## src/rtl/ddr_dqs_wr_seq.sv

```systemverilog
// Write-burst sequencer for one LPDDR4 byte lane: queues write commands by absolute
// start cycle and plays out DQS preamble/data/postamble patterns plus the DQ data enable.
//
// state  | meaning
// S_IDLE | DQS driver off, waiting for the head burst's preamble cycle
// S_PRE  | preamble cycle, driver on
// S_DATA | data cycles; back-to-back bursts chain here seamlessly
// S_POST | postamble cycle after the last data cycle
module ddr_dqs_wr_seq #(
  parameter int LAT_W = 6,
  parameter int DEPTH = 4
) (
  input  logic             i_clk,
  input  logic             i_rst_n,
  input  logic             i_wr_cmd,
  input  logic [LAT_W-1:0] i_wr_lat,
  input  logic             i_bl32,
  output logic [7:0]       o_tx_dqs_sdr,
  output logic             o_dqs_oe,
  output logic             o_wrdata_en,
  output logic             o_busy,
  output logic             o_err
);

  localparam int CW = LAT_W + 1;
  localparam int AW = (DEPTH > 1) ? $clog2(DEPTH) : 1;

  localparam logic [7:0] PAT_IDLE = 8'h00;
  localparam logic [7:0] PAT_PRE  = 8'b1010_0000;
  localparam logic [7:0] PAT_DATA = 8'b1010_1010;
  localparam logic [7:0] PAT_POST = 8'b0000_0010;

  typedef enum logic [1:0] {S_IDLE, S_PRE, S_DATA, S_POST} state_t;

  state_t        r_state;
  state_t        w_state_nxt;

  logic [CW-1:0] r_cnt;
  logic [CW-1:0] r_fifo_start [DEPTH];
  logic          r_fifo_bl32  [DEPTH];
  logic [AW-1:0] r_wr_ptr;
  logic [AW-1:0] r_rd_ptr;
  logic [AW:0]   r_count;
  logic [CW-1:0] r_last_end;
  logic          r_last_vld;
  logic [1:0]    r_beats_left;
  logic          r_err_d;

  logic          w_empty;
  logic          w_full;
  logic          w_pop;
  logic          w_push;
  logic          w_reject;
  logic          w_overlap;
  logic          w_lat_bad;
  logic          w_head_now;
  logic          w_head_next;
  logic          w_busy_nxt;
  logic [CW-1:0] w_cnt_p1;
  logic [CW-1:0] w_head_start;
  logic          w_head_bl32;
  logic [CW-1:0] w_new_start;
  logic [CW-1:0] w_new_end;
  logic [CW-1:0] w_ovl_diff;

  function automatic logic [7:0] f_pattern(state_t s);
    case (s)
      S_PRE:   f_pattern = PAT_PRE;
      S_DATA:  f_pattern = PAT_DATA;
      S_POST:  f_pattern = PAT_POST;
      default: f_pattern = PAT_IDLE;
    endcase
  endfunction

  // r_cnt holds the tag of the cycle being entered at the next edge.
  assign w_cnt_p1     = r_cnt + CW'(1);
  assign w_empty      = (r_count == '0);
  assign w_full       = (r_count == (AW+1)'(DEPTH));
  assign w_head_start = r_fifo_start[r_rd_ptr];
  assign w_head_bl32  = r_fifo_bl32[r_rd_ptr];
  assign w_head_now   = !w_empty && (w_head_start == r_cnt);
  assign w_head_next  = !w_empty && (w_head_start == w_cnt_p1);

  assign w_new_start  = r_cnt + CW'(i_wr_lat);
  assign w_new_end    = w_new_start + (i_bl32 ? CW'(3) : CW'(1));

  // Wrap-safe: the difference's top bit is the sign of (new start - last end).
  assign w_ovl_diff   = w_new_start - r_last_end;
  assign w_overlap    = r_last_vld && ((w_ovl_diff == '0) || w_ovl_diff[CW-1]);
  assign w_lat_bad    = (i_wr_lat < LAT_W'(2));
  assign w_reject     = i_wr_cmd && (w_lat_bad || (w_full && !w_pop) || w_overlap);
  assign w_push       = i_wr_cmd && !w_reject;

  always_comb begin
    w_state_nxt = r_state;
    w_pop       = 1'b0;
    case (r_state)
      S_IDLE: begin
        if (w_head_next) w_state_nxt = S_PRE;
      end
      S_PRE: begin
        w_state_nxt = S_DATA;
        w_pop       = 1'b1;
      end
      S_DATA: begin
        if (r_beats_left == 2'd0) begin
          if (w_head_now) begin
            w_state_nxt = S_DATA;
            w_pop       = 1'b1;
          end else if (w_head_next) begin
            w_state_nxt = S_PRE;
          end else begin
            w_state_nxt = S_POST;
          end
        end
      end
      S_POST: begin
        w_state_nxt = w_head_next ? S_PRE : S_IDLE;
      end
      default: w_state_nxt = S_IDLE;
    endcase
  end

  // Entries popped this edge no longer count towards busy; pushes show up one cycle later.
  assign w_busy_nxt = (w_state_nxt != S_IDLE) || (r_count > (AW+1)'(w_pop));

  always_ff @(posedge i_clk or negedge i_rst_n) begin
    if (!i_rst_n) begin
      r_state      <= S_IDLE;
      r_beats_left <= 2'd0;
      o_tx_dqs_sdr <= PAT_IDLE;
      o_dqs_oe     <= 1'b0;
      o_wrdata_en  <= 1'b0;
      o_busy       <= 1'b0;
      r_err_d      <= 1'b0;
      o_err        <= 1'b0;
    end else begin
      r_state      <= w_state_nxt;
      if (w_pop) begin
        r_beats_left <= w_head_bl32 ? 2'd3 : 2'd1;
      end else if ((r_state == S_DATA) && (r_beats_left != 2'd0)) begin
        r_beats_left <= r_beats_left - 2'd1;
      end
      o_tx_dqs_sdr <= f_pattern(w_state_nxt);
      o_dqs_oe     <= (w_state_nxt != S_IDLE);
      o_wrdata_en  <= (w_state_nxt == S_DATA);
      o_busy       <= w_busy_nxt;
      r_err_d      <= w_reject;
      o_err        <= r_err_d;
    end
  end

  always_ff @(posedge i_clk or negedge i_rst_n) begin
    if (!i_rst_n) begin
      r_cnt      <= '0;
      r_last_end <= '0;
      r_last_vld <= 1'b0;
    end else begin
      r_cnt <= w_cnt_p1;
      // Once fully idle the last end lies in the past; dropping it keeps a stale value
      // from aliasing into the future after the counter wraps.
      if (w_push) begin
        r_last_end <= w_new_end;
        r_last_vld <= 1'b1;
      end else if ((r_state == S_IDLE) && w_empty) begin
        r_last_vld <= 1'b0;
      end
    end
  end

  always_ff @(posedge i_clk or negedge i_rst_n) begin
    if (!i_rst_n) begin
      r_wr_ptr <= '0;
      r_rd_ptr <= '0;
      r_count  <= '0;
      for (int i = 0; i < DEPTH; i++) begin
        r_fifo_start[i] <= '0;
        r_fifo_bl32[i]  <= 1'b0;
      end
    end else begin
      if (w_push) begin
        r_fifo_start[r_wr_ptr] <= w_new_start;
        r_fifo_bl32[r_wr_ptr]  <= i_bl32;
        r_wr_ptr               <= r_wr_ptr + AW'(1);
      end
      if (w_pop) r_rd_ptr <= r_rd_ptr + AW'(1);
      case ({w_push, w_pop})
        2'b10:   r_count <= r_count + (AW+1)'(1);
        2'b01:   r_count <= r_count - (AW+1)'(1);
        default: r_count <= r_count;
      endcase
    end
  end

endmodule

```

## config.mk

```make
export PLATFORM = sky130hd
export DESIGN_NAME = ddr_dqs_wr_seq
export DESIGN_NICKNAME = d
export VERILOG_FILES = /design/src/rtl/ddr_dqs_wr_seq.sv
export SDC_FILE = /design/constraint.sdc
export NUM_CORES = 1
export LEC_CHECK = 0
export BUFFER_PORTS_ARGS = -buffer_cell sky130_fd_sc_hd__buf_2
export CAP_MARGIN = 20
export CELL_PAD_IN_SITES_DETAIL_PLACEMENT = 0
export CELL_PAD_IN_SITES_GLOBAL_PLACEMENT = 1
export CORE_MARGIN = 10
export CORE_UTILIZATION = 35
export CTS_BUF_LIST = sky130_fd_sc_hd__clkbuf_16
export DETAILED_ROUTE_END_ITERATION = 7
export PLACE_DENSITY = 0.62
export SYNTH_ARGS = -nofsm -noshare
export SYNTH_HDL_FRONTEND = slang
export SYNTH_SLANG_ARGS = --single-unit
```

## constraint.sdc

```tcl
create_clock -name i_clk -period 4.82 [get_ports i_clk]
set_clock_uncertainty 0.15 [all_clocks]
set_input_delay 0.723 -clock i_clk [delete_from_list [all_inputs] [get_ports i_clk]]
set_output_delay 0.723 -clock i_clk [all_outputs]
set_load 0.02 [all_outputs]
```

# Word-level counts from Yosys, hierarchy flattened
# Cells that the tools add are included.
dict set report classes {
  addsub 9
  order_cmp 5
  eq_ne 11
  muxes 29
  bitwise_logic 2
  reduce_logical 25
}
# op n
set ops {}
lappend ops {{$bwmux 28} 1}
lappend ops {{$pmux 8 s3} 1}
lappend ops {{$mux 7} 3}
lappend ops {{$mux 2} 8}
lappend ops {{$bmux 7 s2} 1}
lappend ops {{$demux 7 s2} 1}
lappend ops {{$eq 7x7->1} 2}
lappend ops {{$eq 2x2->1 const B} 5}
lappend ops {{$reduce_bool 2->1} 5}
lappend ops {{$logic_and 1x1->1} 9}
lappend ops {{$mux 1} 8}
lappend ops {{$pmux 2 s4} 1}
lappend ops {{$add 7x1->7 const B} 1}
lappend ops {{$add 7x2->7} 1}
lappend ops {{$add 7x6->7} 1}
lappend ops {{$logic_not 7->1} 1}
lappend ops {{$sub 7x7->7} 1}
lappend ops {{$eq 2x1->1 const B} 3}
lappend ops {{$ge 3x3->1 const B} 2}
lappend ops {{$lt 6x2->1 const B} 1}
lappend ops {{$not 2->3} 2}
lappend ops {{$pmux 3 s2} 1}
lappend ops {{$add 2x1->2 const B} 2}
lappend ops {{$bwmux 4} 1}
lappend ops {{13 further kinds} 19}
dict set report word_totals {
  regBits 71
  input_bits 10
  wordCells 103
}

# Longest topological paths before layout
dict set report depth {
  word_depth 18
  ltp_mapped 22
  depth_no_buf 20
}

# Worst setup path before layout
# OpenSTA, ideal clock, no wires.
dict set report synth_path {
  path_kind {input -> register}
  startpoint {input i_wr_lat[0]}
  endpoint {register r_count[2]}
  setup_time_ps 79
  arrival_time_ps 4613
  t_required_ps 4591
  setup_slack_ps -22
  path_stages 22
  path_cell_list {ha_1 inv_1 fa_1 nor2b_1 o21ai_0 a21oi_1 ha_1 nor3_1 nor2_1 o31ai_1 xnor3_1 nor2b_1 clkbuf_2 nor4b_2 buf_2 inv_2 ha_1 inv_1 fa_1 xor2_1 nor2_1 xor2_1}
}
dict set report synth_between {
  elab_chain_len 11
  elab_cells_between_ends 15
  cone_classes {add/sub (2); order compare (1); eq/ne (2); mux (1); reduce/logical (9)}
}
# item line
set synth_rtl {}
lappend synth_rtl {{start, declared} 16} ;# input logic [LAT_W-1:0] i_wr_lat,
lappend synth_rtl {{$add 7x6->7 *} 84} ;# assign w_new_start = r_cnt + CW'(i_wr_lat);
lappend synth_rtl {{named net w_new_start[4]} 62} ;# logic [CW-1:0] w_new_start;
lappend synth_rtl {{$sub 7x7->7 *} 88} ;# assign w_ovl_diff = w_new_start - r_last_end;
lappend synth_rtl {{$logic_not 7->1} 89} ;# assign w_overlap = r_last_vld && ((w_ovl_diff == '0) || w_ovl_diff[CW-1]);
lappend synth_rtl {{$logic_or 1x1->1 *} 89}
lappend synth_rtl {{$logic_and 1x1->1 *} 89}
lappend synth_rtl {{$logic_or 1x1->1 *} 91} ;# assign w_reject = i_wr_cmd && (w_lat_bad || (w_full && !w_pop) || w_overlap);
lappend synth_rtl {{$logic_and 1x1->1 *} 91}
lappend synth_rtl {{$logic_not 1->1 *} 92} ;# assign w_push = i_wr_cmd && !w_reject;
lappend synth_rtl {{$logic_and 1x1->1 *} 92}
lappend synth_rtl {{$eq 2x1->1 or $eq 2x2->1 (tied branches)} 187} ;# case ({w_push, w_pop})
lappend synth_rtl {{$pmux 3 s2 or $reduce_bool 2->1 (tied branches)} n/a}
lappend synth_rtl {{end signal, assigned} 188} ;# 2'b10: r_count <= r_count + (AW+1)'(1);
lappend synth_rtl {{end signal, assigned} 189} ;# 2'b01: r_count <= r_count - (AW+1)'(1);
lappend synth_rtl {{end signal, assigned} 190} ;# default: r_count <= r_count;
lappend synth_rtl {{end, declared} 43} ;# logic [AW:0] r_count;
# The timed path passes the listed nets; every way through them passes the cells marked *.
# A chain may end at the register's enable or synchronous reset.

# Worst setup path after layout
# Same ends and word-level chain as after synthesis.

==> results.sh <==
export IMPL_worst_slack_ns=0.5944
export IMPL_post_cts_resize_count=0
export IMPL_rows=39
export IMPL_antenna_found_initial=0
export IMPL_dpl_worst_slack_ns=0.2660
export IMPL_startpoint="i_wr_lat[0]"
export IMPL_cp_data_required_time_ns=4.92
export IMPL_cap_violations=0
export IMPL_port_buffers=17
export IMPL_fin_crit_ns=4.226
export IMPL_reg2regPathDepth=19
export IMPL_totalWireLength_mm=8.489
export IMPL_final_max_slew_viol_count=0
export IMPL_synth_cell_types=58
export IMPL_fin_setup_tns_ns=0
export IMPL_firstDrtPassIters=4
export IMPL_synthToLayoutAreaGrowth_pct=13.53
export IMPL_holdBufCountCts=0
export IMPL_fin_util=0.4045
export IMPL_clkLatencyLatePin_ns=0.33
export IMPL_min_path_type="flop to flop"
export IMPL_synth_ff_type="dfrtp_1"
export IMPL_syn_cell_area_mm2=0.004051
export IMPL_cp_end_kind="flop"
export IMPL_start_util=0.3563
export IMPL_synthMuxAreaShare=0.1865
export IMPL_synthAdderAreaFrac=0.1044
export IMPL_synth_compound_area_frac=0.06547
export IMPL_cp_arrival_ns=4.33
export IMPL_r2r_end="r_count[2]"
export IMPL_synth_avg_cell_area_um2=12.47
export IMPL_ys_warn_count=0
export IMPL_setup_violations=0
export IMPL_dp_cells=489
export IMPL_ir_drop_uv=299.2
export IMPL_clock_sinks=65
export IMPL_synth_top_family_by_area="multiplexers"
export IMPL_drc=0
export IMPL_globalRouteTotalUtil=0.1080
export IMPL_crit_fanout=3
export IMPL_grt_overflow_total=0
export IMPL_drive_above_1_share=0.2659
export IMPL_final_hold_viol_count=0
export IMPL_ios=22
export IMPL_timing_slew_headroom=0.4884
export IMPL_clk_pin_slew_ns=0.05
export IMPL_ant_nets=0
export IMPL_synthSimpleGateAreaFrac=0.1130
export IMPL_numCtsBuffers=9
export IMPL_grt_max_degree=34
export IMPL_p_comb_frac=0.514
export IMPL_grt_pass1_wl_mm=13.87
export IMPL_syn_inst=325
export IMPL_swShare=0.3722
export IMPL_cts_tree="yes"
export IMPL_via_per_inst=4.972
export IMPL_synth_enable_flop_cells=0
export IMPL_die_h_um=127.6
export IMPL_core_mm2=0.01137
export IMPL_place_area_mm2=0.004345
export IMPL_clock_path_buffers=2
export IMPL_p_switching_mw=1.176
export IMPL_die_width_um=127.6
export IMPL_rr_startpoint="r_cnt[0]"
export IMPL_vias=2506
export IMPL_htreeDepth=3
export IMPL_dieArea_mm2=0.01628
export IMPL_fmax_mhz=236.7
export IMPL_final_cell_mix="dfrtp_1, mux2_4, inv_1, ha_1, xnor2_1"
export IMPL_synth_xor_area_frac=0.08277
export IMPL_startpoint_type="input port"
export IMPL_power_density_mw_per_mm2=687.3
export IMPL_detail_route_wl_per_cell_um=16.84
export IMPL_outcome="finished clean"
export IMPL_grt_pass1_vias=2630
export IMPL_dpl_hpwl_mm=6.393
export IMPL_p_leak_nw=2.048
export IMPL_ys_ff_latch=65
export IMPL_final_cells=504
export IMPL_final_common_cell="dfrtp_1"
export IMPL_async_flop_share=1.000
export IMPL_insertedDiodeCount=0
export IMPL_post_cts_setup_buffers=0
export IMPL_clockPowerShare=0.178
export IMPL_place_congestion=0.7554
export IMPL_fin_area_mm2=0.004599
export IMPL_sequentialPowerShare=0.308
export IMPL_tightestPinTransition_ns=0.7674
export IMPL_post_route_period_util=0.8767
export IMPL_path_class="input port to flop"
export IMPL_nNetsFinal=399
export IMPL_rsz0062_at_grt="false"
export IMPL_drtIter0Drc=134
export IMPL_seq_area_frac_synth=0.4015
export IMPL_root_buffer="clkbuf_16"
export IMPL_r2r_slack_ns=0.61
export IMPL_crit_path_end="r_count[2]"
export IMPL_p_int_mw=1.984
## how the worst min path moves through the flow
stage / cells past startpoint / from / endpoint / slack, ns
final: 0 / r_err_d / o_err / 0.20
after floorplan: 0 / r_err_d / o_err / 0.18
after detailed placement: 0 / r_err_d / o_err / 0.20
after global placement: 0 / r_err_d / o_err / 0.19
after CTS: 0 / r_err_d / o_err / 0.21
after global routing: 0 / r_err_d / o_err / 0.22
## critical path: stages
cell and delay, ns:
buf_2 0.08, ha_1 0.16, inv_1 0.06, fa_1 0.39, nor2b_1 0.21, o31a_1 0.20, a21oi_2 0.06, ha_1 0.21
or2_1 0.25, o31ai_1 0.26, xnor3_1 0.36, nor2b_1 0.20, nor4b_2 0.10, inv_2 0.07, ha_1 0.16, inv_1 0.06
fa_1 0.37, xor2_1 0.15, nor2_1 0.10, xor2_1 0.14
## registers in the layout, indices dropped and copies added (netlist names)
register / count
r_fifo_start: 28
r_cnt: 7
r_last_end: 7
r_fifo_bl32: 4
o_tx_dqs_sdr: 3
r_count: 3
r_beats_left: 2
r_rd_ptr: 2
r_state: 2
r_wr_ptr: 2
o_busy: 1
o_dqs_oe: 1
o_err: 1
r_err_d: 1
r_last_vld: 1
## synth_stat cells, drive strengths merged, types with 2 or more instances
cell type,n,area share
inv,29,0.027
dfrtp,65,0.40
or2,2,0.0031
o311ai,3,0.0083
ha,29,0.090
o21ai,9,0.011
xor2,10,0.022
a31o,2,0.0043
clkbuf,2,0.0025
nor4,6,0.024
xnor2,24,0.056
a21oi,6,0.0074
mux2i,5,0.012
o31ai,2,0.0037
buf,9,0.016
nor2,9,0.010
nor3,6,0.0074
nor2b,4,0.0062
fa,3,0.015
mux4,8,0.044
nand2b,4,0.0062
nand4,4,0.0062
mux2,36,0.13
o31a,2,0.0043
a21o,2,0.0037
nand3,6,0.0074
and3b,2,0.0043
nand2,16,0.015
or4,2,0.0037
## cell type report
class                   instances  area [µm²]
inverters                      29       108.9
multi-input cells             223        2256
flip-flops and latches         65        1627
well taps                     143       178.9
clock inverters                 6       28.78
fillers                      1068        6770
repair buffers                 29       175.2
clock buffers                   9       225.2
## kinds of logic (layout without fill, tap and decap cells)
family | count (synthesis) | count (layout)
AO/OA/AOI/OAI | 35 | 35
XOR/XNOR | 35 | 35
adder cells (fa/ha/maj) | 32 | 32
buffers and inverters | 40 | 73
flip-flops | 65 | 65
multiplexers | 49 | 49
other | 1 | 4
AND/OR/NAND/NOR | 68 | 68
## power by group through the flow
stage	combinational (mW)	sequential, mW	clock [mW]
2_1_floorplan	1.33	0.932	0
3_3_place_gp	1.62	0.973	0
3_5_place_dp	1.64	0.982	0
4_1_cts	1.65	0.977	0.580
5_1_grt	1.78	1.01	0.606
6_report	1.62	0.973	0.564
## layer usage
layer / track usage / share of wire / vias to the layer above
li1: - / - / 1198
met1: 0.1369 / 0.47 / 1269
met2: 0.1717 / 0.48 / 31
met3: 0.02978 / 0.035 / 8
met4: 0.04106 / 0.013 / 0
met5: 0 / 0 / -
## stage by stage
step                      power (mW)  hold WS, ns
final                          3.161       0.2037
after global routing           3.396       0.2212
after CTS                      3.206       0.2079
after detailed placement       2.618       0.1965
after global placement         2.590       0.1892
after floorplan                2.267       0.1812
No activity file was read; power rests on OpenSTA's default activity.
